## src/rtl/didactic_obi_apb_pkg.sv

```systemverilog
// rtl/didactic_obi_apb_pkg.sv - shared types and defaults for the OBI-to-APB bridge
package didactic_obi_apb_pkg;

  typedef enum logic [1:0] {
    ST_IDLE,
    ST_SETUP,
    ST_ACCESS,
    ST_RESP
  } bridge_state_e;

  localparam logic [31:0] SS_BASE_DEFAULT = 32'h0100_0000;

  // The response ID field is sized by this default; the bridge casts to and from OBI_IDW.
  localparam int unsigned ObiIdw = 1;

  typedef struct packed {
    logic [31:0]       rdata;
    logic [ObiIdw-1:0] rid;
    logic              err;
  } obi_rsp_t;

endpackage

```

## src/rtl/didactic_apb_addr_decode.sv

```systemverilog
// rtl/didactic_apb_addr_decode.sv - combinational OBI address to subsystem window decoder
module didactic_apb_addr_decode
  import didactic_obi_apb_pkg::*;
#(
  parameter int unsigned NUM_SS       = 5,
  parameter int unsigned ApbAddrWidth = 12,
  parameter int unsigned IdxW         = 3,
  parameter logic [31:0] SsBase       = SS_BASE_DEFAULT
) (
  input  logic [31:0]     addr_i,
  input  logic [NUM_SS-1:0] ss_en_i,
  output logic            hit_o,
  output logic [IdxW-1:0] idx_o,
  output logic            allowed_o
);

  localparam logic [31:0] WinSpan = 32'(NUM_SS) << ApbAddrWidth;

  logic [31:0] offset;

  // Offset into the subsystem region; idx is only meaningful when hit_o is set.
  always_comb begin
    offset    = addr_i - SsBase;
    hit_o     = (addr_i >= SsBase) && (offset < WinSpan);
    idx_o     = IdxW'(offset >> ApbAddrWidth);
    allowed_o = hit_o && ss_en_i[idx_o];
  end

endmodule

```

## src/rtl/didactic_obi_apb_bridge.sv

```systemverilog
// rtl/didactic_obi_apb_bridge.sv - single-outstanding OBI-to-APB bridge; DIDACTIC_APB_TIMEOUT_EN adds an ACCESS timeout
module didactic_obi_apb_bridge
  import didactic_obi_apb_pkg::*;
#(
  parameter int unsigned NUM_SS        = 5,
  parameter int unsigned ApbAddrWidth  = 12,
  parameter int unsigned ApbDataWidth  = 32,
  parameter int unsigned OBI_IDW       = ObiIdw,
  parameter logic [31:0] SsBase        = SS_BASE_DEFAULT,
  parameter int unsigned TimeoutCycles = 255
) (
  input  logic                         clk_i,
  input  logic                         rst_ni,
  input  logic                         obi_req_i,
  output logic                         obi_gnt_o,
  input  logic [31:0]                  obi_addr_i,
  input  logic                         obi_we_i,
  input  logic [3:0]                   obi_be_i,
  input  logic [ApbDataWidth-1:0]      obi_wdata_i,
  input  logic [OBI_IDW-1:0]           obi_aid_i,
  output logic                         obi_rvalid_o,
  input  logic                         obi_rready_i,
  output logic [ApbDataWidth-1:0]      obi_rdata_o,
  output logic [OBI_IDW-1:0]           obi_rid_o,
  output logic                         obi_err_o,
  input  logic [NUM_SS-1:0]            ss_en_i,
  output logic [ApbAddrWidth-1:0]      paddr_o,
  output logic [ApbDataWidth-1:0]      pwdata_o,
  output logic                         pwrite_o,
  output logic [3:0]                   pstrb_o,
  output logic [NUM_SS-1:0]            psel_o,
  output logic                         penable_o,
  input  logic [NUM_SS*ApbDataWidth-1:0] prdata_i,
  input  logic [NUM_SS-1:0]            pready_i,
  input  logic [NUM_SS-1:0]            pslverr_i
);

  localparam int unsigned IdxW = (NUM_SS > 1) ? $clog2(NUM_SS) : 1;

  bridge_state_e             state_q, state_d;
  logic [ApbAddrWidth-1:0]   addr_q, addr_d;
  logic                      we_q, we_d;
  logic [3:0]                be_q, be_d;
  logic [ApbDataWidth-1:0]   wdata_q, wdata_d;
  logic [IdxW-1:0]           idx_q, idx_d;
  obi_rsp_t                  rsp_q, rsp_d;

  logic                      dec_hit;
  logic [IdxW-1:0]           dec_idx;
  logic                      dec_allowed;
  logic                      sel_ready;
  logic                      sel_err;
  logic [ApbDataWidth-1:0]   sel_rdata;

`ifdef DIDACTIC_APB_TIMEOUT_EN
  localparam int unsigned TmoW = $clog2(TimeoutCycles + 1);
  logic [TmoW-1:0] tmo_cnt_q, tmo_cnt_d;
`endif

  didactic_apb_addr_decode #(
    .NUM_SS       (NUM_SS),
    .ApbAddrWidth (ApbAddrWidth),
    .IdxW         (IdxW),
    .SsBase       (SsBase)
  ) u_decode (
    .addr_i    (obi_addr_i),
    .ss_en_i   (ss_en_i),
    .hit_o     (dec_hit),
    .idx_o     (dec_idx),
    .allowed_o (dec_allowed)
  );

  // Only the selected slave's handshake and data are looked at.
  assign sel_ready = pready_i[idx_q];
  assign sel_err   = pslverr_i[idx_q];
  assign sel_rdata = prdata_i[ApbDataWidth*idx_q +: ApbDataWidth];

  // Next-state logic, request capture and OBI handshake outputs.
  always_comb begin
    state_d      = state_q;
    addr_d       = addr_q;
    we_d         = we_q;
    be_d         = be_q;
    wdata_d      = wdata_q;
    idx_d        = idx_q;
    rsp_d        = rsp_q;
    obi_gnt_o    = 1'b0;
    obi_rvalid_o = 1'b0;
`ifdef DIDACTIC_APB_TIMEOUT_EN
    tmo_cnt_d    = tmo_cnt_q;
`endif
    unique case (state_q)
      ST_IDLE: begin
        obi_gnt_o = obi_req_i;
        if (obi_req_i) begin
          addr_d    = obi_addr_i[ApbAddrWidth-1:0];
          we_d      = obi_we_i;
          be_d      = obi_be_i;
          wdata_d   = obi_wdata_i;
          idx_d     = dec_idx;
          rsp_d.rid   = ObiIdw'(obi_aid_i);
          rsp_d.rdata = '0;
          rsp_d.err   = !(dec_hit && dec_allowed);
          state_d   = (dec_hit && dec_allowed) ? ST_SETUP : ST_RESP;
        end
      end
      ST_SETUP: begin
`ifdef DIDACTIC_APB_TIMEOUT_EN
        tmo_cnt_d = '0;
`endif
        state_d = ST_ACCESS;
      end
      ST_ACCESS: begin
        if (sel_ready) begin
          rsp_d.rdata = we_q ? '0 : sel_rdata;
          rsp_d.err   = sel_err;
          state_d     = ST_RESP;
        end
`ifdef DIDACTIC_APB_TIMEOUT_EN
        else if (tmo_cnt_q == TmoW'(TimeoutCycles - 1)) begin
          rsp_d.rdata = '0;
          rsp_d.err   = 1'b1;
          state_d     = ST_RESP;
        end else begin
          tmo_cnt_d = tmo_cnt_q + TmoW'(1);
        end
`endif
      end
      ST_RESP: begin
        obi_rvalid_o = 1'b1;
        if (obi_rready_i) begin
          state_d = ST_IDLE;
        end
      end
      default: state_d = ST_IDLE;
    endcase
  end

  // State and captured-request registers; reset aborts any transfer in flight.
  always_ff @(posedge clk_i or negedge rst_ni) begin
    if (!rst_ni) begin
      state_q <= ST_IDLE;
      addr_q  <= '0;
      we_q    <= 1'b0;
      be_q    <= '0;
      wdata_q <= '0;
      idx_q   <= '0;
      rsp_q   <= '0;
    end else begin
      state_q <= state_d;
      addr_q  <= addr_d;
      we_q    <= we_d;
      be_q    <= be_d;
      wdata_q <= wdata_d;
      idx_q   <= idx_d;
      rsp_q   <= rsp_d;
    end
  end

`ifdef DIDACTIC_APB_TIMEOUT_EN
  // Counts ACCESS cycles spent waiting for pready.
  always_ff @(posedge clk_i or negedge rst_ni) begin
    if (!rst_ni) begin
      tmo_cnt_q <= '0;
    end else begin
      tmo_cnt_q <= tmo_cnt_d;
    end
  end
`endif

  assign psel_o    = (state_q == ST_SETUP || state_q == ST_ACCESS) ? (NUM_SS'(1) << idx_q) : '0;
  assign penable_o = (state_q == ST_ACCESS);
  assign paddr_o   = addr_q;
  assign pwrite_o  = we_q;
  assign pstrb_o   = we_q ? be_q : 4'b0000;
  assign pwdata_o  = wdata_q;

  assign obi_rdata_o = rsp_q.rdata;
  assign obi_err_o   = rsp_q.err;
  assign obi_rid_o   = OBI_IDW'(rsp_q.rid);

endmodule

```

## config.mk

```make
export PLATFORM = sky130hd
export DESIGN_NAME = didactic_obi_apb_bridge
export DESIGN_NICKNAME = d
export VERILOG_FILES = /design/src/rtl/didactic_obi_apb_pkg.sv /design/src/rtl/didactic_apb_addr_decode.sv /design/src/rtl/didactic_obi_apb_bridge.sv
export SDC_FILE = /design/constraint.sdc
export NUM_CORES = 1
export LEC_CHECK = 0
export CAP_MARGIN = 20
export CORE_AREA = 4 4 131 133
export DETAILED_ROUTE_END_ITERATION = 7
export DIE_AREA = 0 0 135 137
export PLACE_DENSITY = 0.7
export REMOVE_ABC_BUFFERS = 1
export SETUP_SLACK_MARGIN = 0.15
export SYNTH_ARGS = -nofsm -noshare
export SYNTH_HDL_FRONTEND = slang
export SYNTH_SLANG_ARGS = --single-unit
```

## constraint.sdc

```tcl
create_clock -name clk_i -period 2.4 [get_ports clk_i]
set_input_delay 0.72 -clock clk_i [delete_from_list [all_inputs] [get_ports clk_i]]
set_output_delay 0.72 -clock clk_i [all_outputs]
set_load 0.02 [all_outputs]
```

Yosys cells after proc, flatten, opt, wreduce, memory -nomap -nowiden --
Cells that the tools add are included. W data, S select, Z words.
Operators by class: add/sub/neg operators 1, order comparisons 4, equality and inequality tests 6, shift operators 2, multiplexer cells 21, reductions and logical operators 10
Operators with widths (count):
- $shiftx A160 B9 Y32 | 1
- $mux W32 | 2
- $pmux W32 S2 | 1
- $mux W34 | 1
- $ge A32 B25 Y1 const B | 1
- $lt A32 B15 Y1 const B | 1
- $sub A32 B25 Y32 const B | 1
- $bmux W1 S3 | 3
- $lt A3 B4 Y1 const B | 2
- $mux W2 | 4
- $pmux W2 S4 | 1
- $mux W1 | 6
- $reduce_and A3 Y1 | 2
- $mux W5 | 1
- $shl A1 B3 Y5 const A | 1
- $eq A2 B2 Y1 const B | 2
- $mux W4 | 1
- $ne A2 B2 Y1 const B | 2
- $logic_and A1 B1 Y1 | 3
- $eq A2 B1 Y1 const B | 1
- $logic_not A2 Y1 | 1
- $ne A2 B1 Y1 const B | 1
- $pmux W1 S2 | 1
- $reduce_and A2 Y1 | 1
- 3 further kinds | 3
Storage, ports and cells: register bits after elaboration 88, input port bits 249, output and inout port bits 91, word-level logic and storage cells 53

Depth between registers and ports, before layout --
Gate-level depths: netlist of run 1.
depth in word-level cells 8, depth in mapped cells 8, mapped depth without buffers 7

Modules after synthesis --
From an unflattened synthesis of run 1, not the netlist that was laid out.
Second synthesis, totals: cell total of the unflattened synthesis 469, area total of the unflattened synthesis 5117.4 µm²
By module, submodules not included:
- didactic_obi_apb_bridge | instances 1, cells an instance 450, area each 4991.0 µm², seq. area each 2202.1 µm²
- didactic_apb_addr_decode | instances 1, cells an instance 19, area each 126.4 µm², seq. area each 0.0 µm²

Worst setup path after synthesis of run 1 --
OpenSTA, ideal clock, no wires.
kind input-to-output, start point input port obi_req_i, end point output port obi_gnt_o, arrival time 1.443 ns, required time 1.680 ns, setup slack 0.237 ns, stages 3, path buffers 1, cell sequence nand2_1 -> clkbuf_1 -> inv_1
On the way: word-level cells in the longest chain between the ends 1
RTL lines:
- from (decl) | line didactic_obi_apb_bridge.sv:14 | input logic obi_req_i,
- $mux W1 | line didactic_obi_apb_bridge.sv:92 | unique case (state_q)
- to (decl) | line didactic_obi_apb_bridge.sv:15 | output logic obi_gnt_o,
No other way between the ends.

Worst setup path after layout of run 1 --
start point register state_q[0], end point output port obi_rvalid_o
On the way: word-level cells in the longest chain between the ends 2
RTL lines:
- from (decl) | line didactic_obi_apb_bridge.sv:40 | bridge_state_e state_q, state_d;
- from (signal assigned) | line didactic_obi_apb_bridge.sv:150 | state_q <= state_d;
- $eq A2 B2 Y1 | line didactic_obi_apb_bridge.sv:92
- $mux W1 | line didactic_obi_apb_bridge.sv:92
- to (decl) | line didactic_obi_apb_bridge.sv:21 | output logic obi_rvalid_o,
No other way between the ends.

==> reports/qor.csv, run 1 <==
stage;metric;value;unit
timing;rsz0062_at_grt;yes;
clock_network;cts_num_sinks;88;
clock_network;cts_tree;yes;
synth;synthCells;317;
outcome;outcome;finished clean;
clock_network;holdBufCountCts;0;
pwr;leakage;3.56;nW
detailed_routing;final_antenna_net_count;0;
synth;synth-seq-area-share;0.479;
grt;grt_max_degree;53;
cells_and_area;seqCellArea;2200;um2
floorplan;rows;46;
synth;ys_types;38;
place;pre_cts_ws;-0.273;ns
grt;grt_overflow;0;
floorplan;dieWidth;135;um
timing;worstMarginPinSlew;0.673;ns
floorplan;fp.dieArea;18500;um2
place;dpl.hpwl;15000;um
cells_and_area;drive_gt1_frac;0.240;
grt;grt_pass1_vias;4880;
worst_setup_path;r2r-end;obi_err_o$_DFFE_PN0P_;
place;place.gp.congestion;0.796;
run;maxCapViolations;0;
worst_setup_path;ff2ff_setup_slack;0.34;ns
worst_hold_path;hold_class;in -> async;
pwr;pwr-share-comb;0.616;
timing;slew_headroom;0.552;
cells_and_area;design_area;8830;um2
worst_setup_path;critPathMaxFanout;2;
detailed_routing;wl_per_cell;21.9;um
timing;fin_skew;0.00482;ns
detailed_routing;wl_met3;2330;um
timing;final-hold-violation-count;0;
pwr;p_per_area;1140;nW/um2
floorplan;coreArea;15800;um2
worst_setup_path;r2r_cells;6;
worst_setup_path;reg2reg_from;idx_q[0]$_DFFE_PN0P_;
grt;grt_usage;0.200;
cells_and_area;utilization;0.558;
synth;postSynthAreaPerCell;14.5;um2
grt;antenna_found_initial;0;
worst_setup_path;crit_arrival;1.53;ns
synth;synth.ff_latch_count;88;
clock_network;root_buffer;clkbuf_16;
pwr;p_sw_frac;0.390;
cells_and_area;multi_input_area;2340;um2
timing;maxSlewViolCount;0;
pwr;ir_worst_vdd;0.000766;V
floorplan;ios;340;
timing;finalCritPeriodShare;0.936;
detailed_routing;routed.top_layer;met4;
pwr;p_clk_frac;0.136;
detailed_routing;drt-vias-per-instance;4.98;
detailed_routing;drc;0;
detailed_routing;dr.first_iter.drc_count;132;
timing;fin_ws;0.152;ns
synth;netlist_area;4600;um2
place;post_dp_cell_area;8320;um2
timing;max_freq;445;MHz
floorplan;fp.dieH;137;um
worst_setup_path;crit_type;reg -> out;
cells_and_area;num-fill-cells;1303;
timing;period_minus_slack;2.25;ns
detailed_routing;m1WireLength;7010;um
pwr;internal_power;0.00615;W
clock_network;h-tree-depth;3;
detailed_routing;wl_met2;9840;um
cells_and_area;areaGrowthSynthToFinish;92.2;%
cells_and_area;final_nets;923;
worst_setup_path;endpoint_kind;output pin;
pwr;seq_power_share;0.248;
floorplan;start_util;0.290;
clock_network;clk_pin_slew;0.07;ns
timing;setup_violations;0;
clock_network;cts_buffer_depth;2;
clock_network;numCtsBuffers;9;
detailed_routing;drt_first_pass_iters;5;
synth;yosysWarningCount;0;
detailed_routing;vias;4448;
place;io_buffers;339;
detailed_routing;routed_wl;19500;um
worst_setup_path;worst_ep_required_time;1.68;ns
grt;grt_pass1_wl;28000;um
worst_setup_path;crit_path_start_kind;flip-flop;
pwr;p_sw;0.00394;W
clock_network;clkLatencyLatePin;0.35;ns
==> state kept, by name, indices dropped and copies added, names as in the netlist <==
| signal | cells |
|---|---|
| be_q | 4 |
| idx_q | 3 |
| obi_err_o | 1 |
| obi_rdata_o | 32 |
| obi_rid_o | 1 |
| paddr_o | 12 |
| pwdata_o | 32 |
| pwrite_o | 1 |
| state_q | 2 |
==> per-layer routing <==
layer | vias up | GRT usage
met5 | - | 0
met3 | 22 | 0.0915
li1 | 1970 | -
met1 | 2212 | 0.219
met2 | 244 | 0.351
met4 | 0 | 0.0538
==> metrics by stage <==
step,hold WS (ns),total power [W],instances,setup TNS [ns]
final,0.315,0.0101,893,0
after global routing,0.339,0.0106,892,0
after global placement,0.473,0.00814,868,-3.37
after detailed placement,0.473,0.00829,868,-5.93
after floorplan,0.424,0.00560,291,-30.57
after CTS,0.315,0.00971,884,0
==> cell type report <==
cell class / count / area share
multi-input cells: 197 / 0.265
flip-flops and latches: 88 / 0.250
clock buffers: 10 / 0.0271
diodes: 1 / 0.000283
repair buffers: 369 / 0.420
inverters: 6 / 0.00255
well taps: 216 / 0.0306
clock inverters: 6 / 0.00567
==> logic make-up after synthesis <==
logic type      share of synthesized area
fa+ha+maj                         0.00817
simple gates                       0.0384
compound gates                      0.133
xor+xnor                          0.00191
mux                                 0.303
buf+inv                            0.0357
flops                               0.479
==> cell usage in the layout, fill, tap and decap left out, drive strengths merged <==
| cell type | instances |
|---|---|
| clkdlybuf4s50 | 322 |
| dfrtp | 88 |
| mux2 | 54 |
| mux4 | 34 |
| buf | 34 |
| o2bb2ai | 33 |
| a22oi | 32 |
| clkbuf | 12 |
| inv | 8 |
| dlygate4sd2 | 6 |
| and2 | 5 |
| nor2 | 5 |
| nand2 | 5 |
| dlymetal6s2s | 4 |
| nor4 | 3 |
| ha | 3 |
| clkinv | 3 |
| mux2i | 2 |
| nand2b | 2 |
| nor2b | 2 |
| nor3b | 2 |
| a21oi | 2 |
| o21ai | 2 |
| diode | 1 |
| and3 | 1 |
| a221oi | 1 |
| nand3b | 1 |
| nand3 | 1 |
| o32a | 1 |
| nor4b | 1 |
| nand4 | 1 |
| xor2 | 1 |
| a211oi | 1 |
| a22o | 1 |
| o31ai | 1 |
| clkinvlp | 1 |
| clkdlybuf4s15 | 1 |
==> repair_timing <==
action / 4_1_cts / 5_1_grt
cloned: 0 / 3
setup buffers: 0 / 5
endpoints found under the hold margin: 0 / 0
endpoints found under the setup margin: 14 / 40
pin swaps: 0 / 1
resized for setup: 38 / 21
==> power groups by stage <==
stage / sequential, W / combinational (W) / clock [W]
4_1_cts: 0.00254 / 0.00575 / 0.00142
5_1_grt: 0.00258 / 0.00660 / 0.00146
2_1_floorplan: 0.00332 / 0.00228 / 0
3_5_place_dp: 0.00255 / 0.00574 / 0
3_3_place_gp: 0.00252 / 0.00562 / 0
6_report: 0.00250 / 0.00621 / 0.00137
==> worst max-delay path by stage <==
stage / startpoint / endpoint / slack [ns] / depth (start not counted)
CTS: state_q[1]$_DFFE_PN0P_ / psel_o[0] / 0.1 / 5
floorplan: idx_q[0]$_DFFE_PN0P_ / obi_err_o$_DFFE_PN0P_ / -0.91 / 5
global placement: obi_req_i / obi_gnt_o / -0.28 / 4
detailed placement: obi_req_i / obi_gnt_o / -0.27 / 4
finish: state_q[0]$_DFFE_PN0P_ / obi_rvalid_o / 0.15 / 4
global route: state_q[0]$_DFFE_PN0P_ / psel_o[0] / 0.08 / 5
==> synthesized netlist by cell type <==
library cell / number / area (um2)
buf_2: 5 / 25.0
nor4b_1: 1 / 8.76
a221oi_2: 1 / 15.0
o32a_1: 1 / 10.0
a22o_1: 1 / 8.76
mux2_1: 1 / 11.3
and2_1: 5 / 31.3
nand4_1: 1 / 6.26
nand3_1: 1 / 5.00
dfrtp_1: 88 / 2200
nand2b_1: 2 / 12.5
a22oi_1: 32 / 240
clkbuf_1: 13 / 48.8
inv_1: 5 / 18.8
buf_4: 4 / 30.0
clkinv_1: 1 / 3.75
a21oi_1: 1 / 5.00
nor3b_1: 1 / 7.51
a211oi_1: 1 / 7.51
a21oi_2: 1 / 8.76
xor2_1: 1 / 8.76
buf_1: 1 / 3.75
o21ai_4: 1 / 16.3
nor4_1: 3 / 18.8
buf_6: 3 / 33.8
o2bb2ai_1: 33 / 289
mux2_2: 53 / 597
nor2_1: 5 / 18.8
nor3b_4: 1 / 18.8
ha_1: 3 / 37.5
nand3b_2: 1 / 11.3
mux4_2: 34 / 766
nor2b_1: 2 / 12.5
mux2i_1: 2 / 20.0
and3_1: 1 / 6.26
nand2_1: 5 / 18.8
o21ai_0: 1 / 5.00
o31ai_1: 1 / 7.51
==> critical path, stage by stage, from the launching register on <==
cell           delay [ns]
dfrtp_1              0.39
buf_4                0.13
buf_4                0.13
ha_1                 0.20
dlygate4sd2_1        0.34
No activity file was read; power rests on OpenSTA's default activity.
==> inputs of run 2 (changes only) <==
Settings changed: CORE_AREA 4 4 131 133 to unset, CORE_MARGIN set to 4, CORE_UTILIZATION set to 25, DIE_AREA 0 0 135 137 to unset, PLACE_DENSITY 0.7 to unset.
==> run 2 against run 1 <==
Maximum frequency up 0.47%. Total power down 5.9%. First-iteration DRC count down 27%. Worst hold slack worse by 0.12 ns. Sequential power about the same. Critical path type unchanged. Worst setup slack better by 0.010 ns. Clock skew up 0.00090 ns. Global-route usage down 3.3 points.
==> reports/qor.csv, run 2 (same netlist as run 1, synthesis figures left out) <==
stage;metric;value;unit;change
grt;grt_usage;0.167;;was 0.200
cells_and_area;utilization;0.478;;was 0.558
floorplan;fp.dieArea;20600;um2;was 18500 um2
place;pre_cts_ws;-0.274;ns;was -0.273 ns
grt;grt_overflow;0;;unchanged
cells_and_area;layout.cells.most_common_list;clkdlybuf4s50_1 (326), dfrtp_1 (85), mux2_2 (53);;was clkdlybuf4s50_1 (322), dfrtp_1 (86), mux2_2 (53)
worst_setup_path;reg2reg_from;idx_q[1]$_DFFE_PN0P_;;was idx_q[0]$_DFFE_PN0P_
worst_setup_path;cp-startpoint;state_q[1]$_DFFE_PN0P_;;was state_q[0]$_DFFE_PN0P_
pwr;internal_power;0.00586;W;was 0.00615 W
cells_and_area;final_nets;914;;was 923
timing;max_freq;447;MHz;was 445 MHz
worst_setup_path;crit_chain;inv_1 -> ha_4 -> nor2b_4 -> nand2_1 -> nor2_1 -> buf_4;;was buf_4 -> buf_4 -> ha_1 -> dlygate4sd2_1
worst_setup_path;worst_ep_required_time;1.68;ns;about the same
detailed_routing;dr.first_iter.drc_count;97;;was 132
cells_and_area;drive_gt1_frac;0.216;;was 0.240
place;io_buffers;339;;unchanged
clock_network;clk_pin_slew;0.06;ns;was 0.07 ns
outcome;outcome;finished clean;;unchanged
cells_and_area;instances_no_fill;896;;was 893
pwr;ir_worst_vdd;0.000600;V;was 0.000766 V
timing;period_minus_slack;2.24;ns;was 2.25 ns
pwr;leakage;3.42;nW;was 3.56 nW
pwr;p_per_area;1100;nW/um2;was 1140 nW/um2
timing;fin_ws;0.163;ns;was 0.152 ns
worst_setup_path;crit_type;reg -> out;;unchanged
worst_setup_path;crit_slowest_cell;dfrtp_1;;unchanged
pwr;seq_power_share;0.265;;was 0.248
worst_setup_path;endpoint_kind;output pin;;unchanged
place;dp.cells;879;;was 868
detailed_routing;wl_per_cell;20.0;um;was 21.9 um
pwr;p_clk_frac;0.137;;was 0.136
place;place.gp.congestion;0.823;;was 0.796
grt;grt_pass1_vias;4735;;was 4880
worst_setup_path;worst_path_largest_cell_delay;0.35;ns;was 0.39 ns
pwr;p_sw;0.00363;W;was 0.00394 W
clock_network;cts_tree;yes;;unchanged
cells_and_area;seqCellArea;2210;um2;was 2200 um2
floorplan;coreArea;18000;um2;was 15800 um2
floorplan;ios;340;;unchanged
floorplan;rows;49;;was 46
timing;finalCritPeriodShare;0.932;;was 0.936
timing;worstMarginPinSlew;0.674;ns;was 0.673 ns
floorplan;start_util;0.255;;was 0.290
run;maxCapViolations;0;;unchanged
detailed_routing;drt-vias-per-instance;4.78;;was 4.98
clock_network;cts_num_sinks;88;;unchanged
worst_setup_path;critPathMaxFanout;4;;was 2
timing;holdWs;0.198;ns;was 0.315 ns
worst_setup_path;crit_arrival;1.52;ns;was 1.53 ns
timing;rsz0062_at_grt;yes;;unchanged
clock_network;cts_buffer_depth;2;;unchanged
clock_network;clkLatencyLatePin;0.33;ns;was 0.35 ns
detailed_routing;drt_first_pass_iters;4;;was 5
cells_and_area;final_common_cell;clkdlybuf4s50_1;;unchanged
timing;setup_violations;0;;unchanged
detailed_routing;final_antenna_net_count;0;;unchanged
detailed_routing;vias;4280;;was 4448
detailed_routing;routed_wl;17900;um;was 19500 um
worst_setup_path;crit_path_start_kind;flip-flop;;unchanged
timing;slew_headroom;0.550;;was 0.552
pwr;pwr-share-comb;0.599;;was 0.616
grt;antenna_found_initial;0;;unchanged
clock_network;numCtsBuffers;9;;unchanged
floorplan;dieWidth;144;um;was 135 um
cells_and_area;antenna_cells;0;;was 1
worst_hold_path;hold_class;in -> async;;unchanged
grt;grt_max_degree;53;;unchanged
clock_network;h-tree-depth;3;;unchanged
timing;maxSlewViolCount;0;;unchanged
cells_and_area;num-fill-cells;1638;;was 1303
detailed_routing;drc;0;;unchanged
timing;fin_skew;0.00571;ns;was 0.00482 ns
cells_and_area;areaGrowthSynthToFinish;87.7;%;was 92.2%
clock_network;root_buffer;clkbuf_16;;unchanged
place;dpl.hpwl;14300;um;was 15000 um
cells_and_area;multi_input_area;2260;um2;was 2340 um2
floorplan;fp.dieH;144;um;was 137 um
timing;final-hold-violation-count;0;;unchanged
pwr;p_sw_frac;0.383;;was 0.390
grt;grt_pass1_wl;26600;um;was 28000 um
## run 2: timing repair
| item | CTS | global route |
|---|---|---|
| pin swaps | 0 | 1 |
| gates resized for setup | 35 | 9 |
| hold buffers | 0 | 0 |
| setup buffers | 0 | 1 |
| endpoints found under the setup margin | 12 | 8 |
## run 2: worst paths after layout
| path | endpoint | slack [ns] | cells after the start |
|---|---|---|---|
| worst min-delay path | pwdata_o[26]$_DFFE_PN0P_ | 0.20 | 1 |
| worst min register to register | obi_rdata_o[29]$_DFFE_PN0P_ | 0.49 | 1 |
| worst max-delay path | psel_o[1] | 0.16 | 6 |
| max in group asynchronous | obi_rdata_o[17]$_DFFE_PN0P_ | 1.72 | 2 |
| min in group clk_i | obi_rdata_o[29]$_DFFE_PN0P_ | 0.49 | 1 |
| worst max register to register | state_q[0]$_DFFE_PN0P_ | 0.31 | 8 |
## run 2: metal layers
metal	GRT usage	wire, um
met1	0.196	6840
met2	0.291	8960
met3	0.0539	1800
met4	0.0491	311
met5	0	0
## run 2: through the flow
| step | total power (W) | setup TNS, ns | instance area (um2) |
|---|---|---|---|
| after floorplan | 0.00560 | -30.57 | 4450 |
| after global placement | 0.00814 | -2.89 | 8340 |
| after detailed placement | 0.00827 | -4.23 | 8340 |
| after CTS | 0.00962 | 0 | 8600 |
| after global routing | 0.0101 | 0 | 8620 |
| final | 0.00949 | 0 | 8620 |
## run 2: worst max-delay path: cells and delay by family (launching register included)
kind | cells | cell delay (ns)
flops | 1 | 0.35
simple gates | 3 | 0.34
fa+ha+maj | 1 | 0.28
buf+inv | 2 | 0.22
## run 2: power groups by stage
stage	Sequential [W]	Combinational [W]	Clock (W)
2_1_floorplan	0.00332	0.00228	0
3_3_place_gp	0.00250	0.00564	0
3_5_place_dp	0.00253	0.00574	0
4_1_cts	0.00252	0.00574	0.00136
5_1_grt	0.00261	0.00609	0.00143
6_report	0.00251	0.00568	0.00130
## run 2: final cells by class
cell class | instances | area share
Timing Repair Buffer | 360 | 0.415
Multi-Input combinational cell | 197 | 0.262
Sequential cell | 88 | 0.256
Tap cell | 229 | 0.0332
Clock buffer | 10 | 0.0265
Clock inverter | 6 | 0.00493
Inverter | 6 | 0.00261
==> inputs of run 3 (changes only) <==
==> constraint.sdc (replaced) <==
create_clock -name clk_i -period 2.4 [get_ports clk_i]
set_input_delay 0.36 -clock clk_i [delete_from_list [all_inputs] [get_ports clk_i]]
set_output_delay 0.36 -clock clk_i [all_outputs]
set_load 0.02 [all_outputs]
==> run 3 against run 2 <==
Die area unchanged. Critical path depth decreased by 1. Final cell count decreased by 1.3%. Combinational power decreased by 3%. Sequential share of layout area increased by 0.24 points. Largest power group unchanged. Design area decreased by 0.99%. Sequential power about the same. Clock-buffer cell count unchanged. Clock power increased by 4%.
==> reports/qor.csv, run 3 (same netlist as run 1, synthesis figures left out) <==
stage;metric;value;unit;change
worst_setup_path;endpoint_kind;output pin;;unchanged
worst_setup_path;r2r_cells;7;;was 8
worst_setup_path;crit_type;reg -> out;;unchanged
floorplan;rows;49;;unchanged
detailed_routing;drt-vias-per-instance;4.78;;about the same
detailed_routing;final_antenna_net_count;0;;unchanged
place;io_buffers;339;;unchanged
place;place.gp.congestion;0.839;;was 0.823
timing;setup_violations;0;;unchanged
timing;slew_headroom;0.553;;was 0.550
floorplan;coreArea;18000;um2;unchanged
worst_setup_path;crit_path_start_kind;flip-flop;;unchanged
grt;grt_pass1_vias;4703;;was 4735
cells_and_area;num-fill-cells;1596;;was 1638
run;maxCapViolations;0;;unchanged
clock_network;post-cts-setup-buffer-count;0;;unchanged
timing;final-hold-violation-count;0;;unchanged
worst_setup_path;worst_ep_required_time;2.04;ns;was 1.68 ns
timing;max_freq;472;MHz;was 447 MHz
clock_network;root_buffer;clkbuf_16;;unchanged
worst_hold_path;hold_class;reg -> reg;;was in -> async
floorplan;fp.dieArea;20600;um2;unchanged
detailed_routing;routed_wl;17500;um;was 17900 um
grt;grt_pass1_wl;26200;um;was 26600 um
pwr;p_per_area;1100;nW/um2;about the same
detailed_routing;drc;0;;unchanged
worst_setup_path;worst_path_largest_cell_delay;0.40;ns;was 0.35 ns
clock_network;clkLatencyLatePin;0.34;ns;was 0.33 ns
timing;period_minus_slack;2.12;ns;was 2.24 ns
grt;grt_overflow;0;;unchanged
worst_setup_path;crit_slowest_cell;dfrtp_1;;unchanged
clock_network;cts_buffer_depth;2;;unchanged
timing;maxSlewViolCount;0;;unchanged
pwr;leakage;3.38;nW;was 3.42 nW
grt;antenna_found_initial;0;;unchanged
worst_setup_path;crit_arrival;1.76;ns;was 1.52 ns
cells_and_area;layout.cells.most_common_list;clkdlybuf4s50_1 (331), dfrtp_1 (86), mux2_2 (53);;was clkdlybuf4s50_1 (326), dfrtp_1 (85), mux2_2 (53)
clock_network;h-tree-depth;3;;unchanged
cells_and_area;final_common_cell;clkdlybuf4s50_1;;unchanged
clock_network;numCtsBuffers;9;;unchanged
detailed_routing;dr.first_iter.drc_count;99;;was 97
cells_and_area;antenna_cells;0;;unchanged
cells_and_area;utilization;0.474;;was 0.478
pwr;ir_worst_vdd;0.000622;V;was 0.000600 V
floorplan;start_util;0.255;;unchanged
timing;finalCritPeriodShare;0.882;;was 0.932
outcome;outcome;finished clean;;unchanged
timing;rsz0062_at_grt;yes;;unchanged
clock_network;cts_tree;yes;;unchanged
grt;grt_max_degree;53;;unchanged
detailed_routing;wl_per_cell;19.8;um;was 20.0 um
cells_and_area;drive_gt1_frac;0.192;;was 0.216
grt;grt_usage;0.163;;was 0.167
floorplan;fp.dieH;144;um;unchanged
detailed_routing;drt_first_pass_iters;4;;unchanged
detailed_routing;vias;4226;;was 4280
timing;tns;0;ns;unchanged
floorplan;ios;340;;unchanged
timing;worstMarginPinSlew;0.671;ns;was 0.674 ns
floorplan;dieWidth;144;um;unchanged
timing;fin_skew;0.00728;ns;was 0.00571 ns
cells_and_area;final_nets;902;;was 914
clock_network;cts_num_sinks;88;;unchanged
worst_setup_path;crit_chain;inv_1 -> ha_2 -> nor2b_2 -> nor3b_1 -> clkbuf_2;;was inv_1 -> ha_4 -> nor2b_4 -> nand2_1 -> nor2_1 -> buf_4
worst_hold_path;holdPathStages;1;;
cells_and_area;areaGrowthSynthToFinish;85.8;%;was 87.7%
worst_setup_path;critPathMaxFanout;4;;unchanged
place;dpl.hpwl;14000;um;was 14300 um
clock_network;clk_pin_slew;0.06;ns;about the same
==> run 3: power breakdown <==
| group | switching [W] | internal (W) |
|---|---|---|
| combinational | 0.00259 | 0.00293 |
| clock | 0.000612 | 0.000743 |
| sequential | 0.000397 | 0.00212 |
==> run 3: path summary, 6_finish.rpt <==
kind	start	endpoint	slack, ns
setup / recovery	state_q[1]$_DFFE_PN0P_	psel_o[0]	0.28
hold / removal	obi_rdata_o[24]$_DFFE_PN0P_	obi_rdata_o[24]$_DFFE_PN0P_	0.49
setup reg to reg	idx_q[0]$_DFFE_PN0P_	obi_rdata_o[18]$_DFFE_PN0P_	0.35
min in group asynchronous	rst_ni	pwdata_o[11]$_DFFE_PN0P_	0.52
hold reg to reg	obi_rdata_o[24]$_DFFE_PN0P_	obi_rdata_o[24]$_DFFE_PN0P_	0.49
max in group asynchronous	rst_ni	obi_rdata_o[7]$_DFFE_PN0P_	1.21
==> run 3: area by class of cell <==
type | count | area, um2 | area share
timing repair buffer | 348 | 3500 | 0.410
sequential | 88 | 2200 | 0.258
clock inverter | 6 | 51.3 | 0.00601
inverter | 6 | 22.5 | 0.00264
multi-input combinational | 197 | 2240 | 0.262
clock buffer | 10 | 239 | 0.0280
tap | 229 | 287 | 0.0336
==> run 3: timing repair <==
action	in CTS	in global routing
endpoints found under the hold margin	9	0
hold buffers	1	0
endpoints found under the setup margin	5	7
resized for setup	4	14
==> run 3: through the flow <==
| step | instances | worst slack (ns) | area [um2] | power (W) | hold WS, ns |
|---|---|---|---|---|---|
| floorplan | 291 | -0.913 | 4450 | 0.00560 | 0.0644 |
| global placement | 867 | 0.224 | 8250 | 0.00807 | 0.359 |
| detailed placement | 867 | 0.167 | 8250 | 0.00817 | 0.367 |
| CTS | 884 | 0.0601 | 8540 | 0.00958 | 0.491 |
| global route | 884 | 0.140 | 8540 | 0.0100 | 0.500 |
| finish | 884 | 0.283 | 8540 | 0.00940 | 0.488 |
==> run 3: routing by layer <==
layer | global-route usage | vias up | share of wire
li1 | - | 1924 | -
met1 | 0.195 | 2053 | 0.38
met2 | 0.269 | 219 | 0.48
met3 | 0.0566 | 30 | 0.11
met4 | 0.0649 | 0 | 0.031
met5 | 0 | - | 0
==> run 3: critical path: cells and delay by family (launching register included) <==
family	cells	cell delay (ns)
flops	1	0.40
simple gates	2	0.41
buf+inv	2	0.28
fa+ha+maj	1	0.34
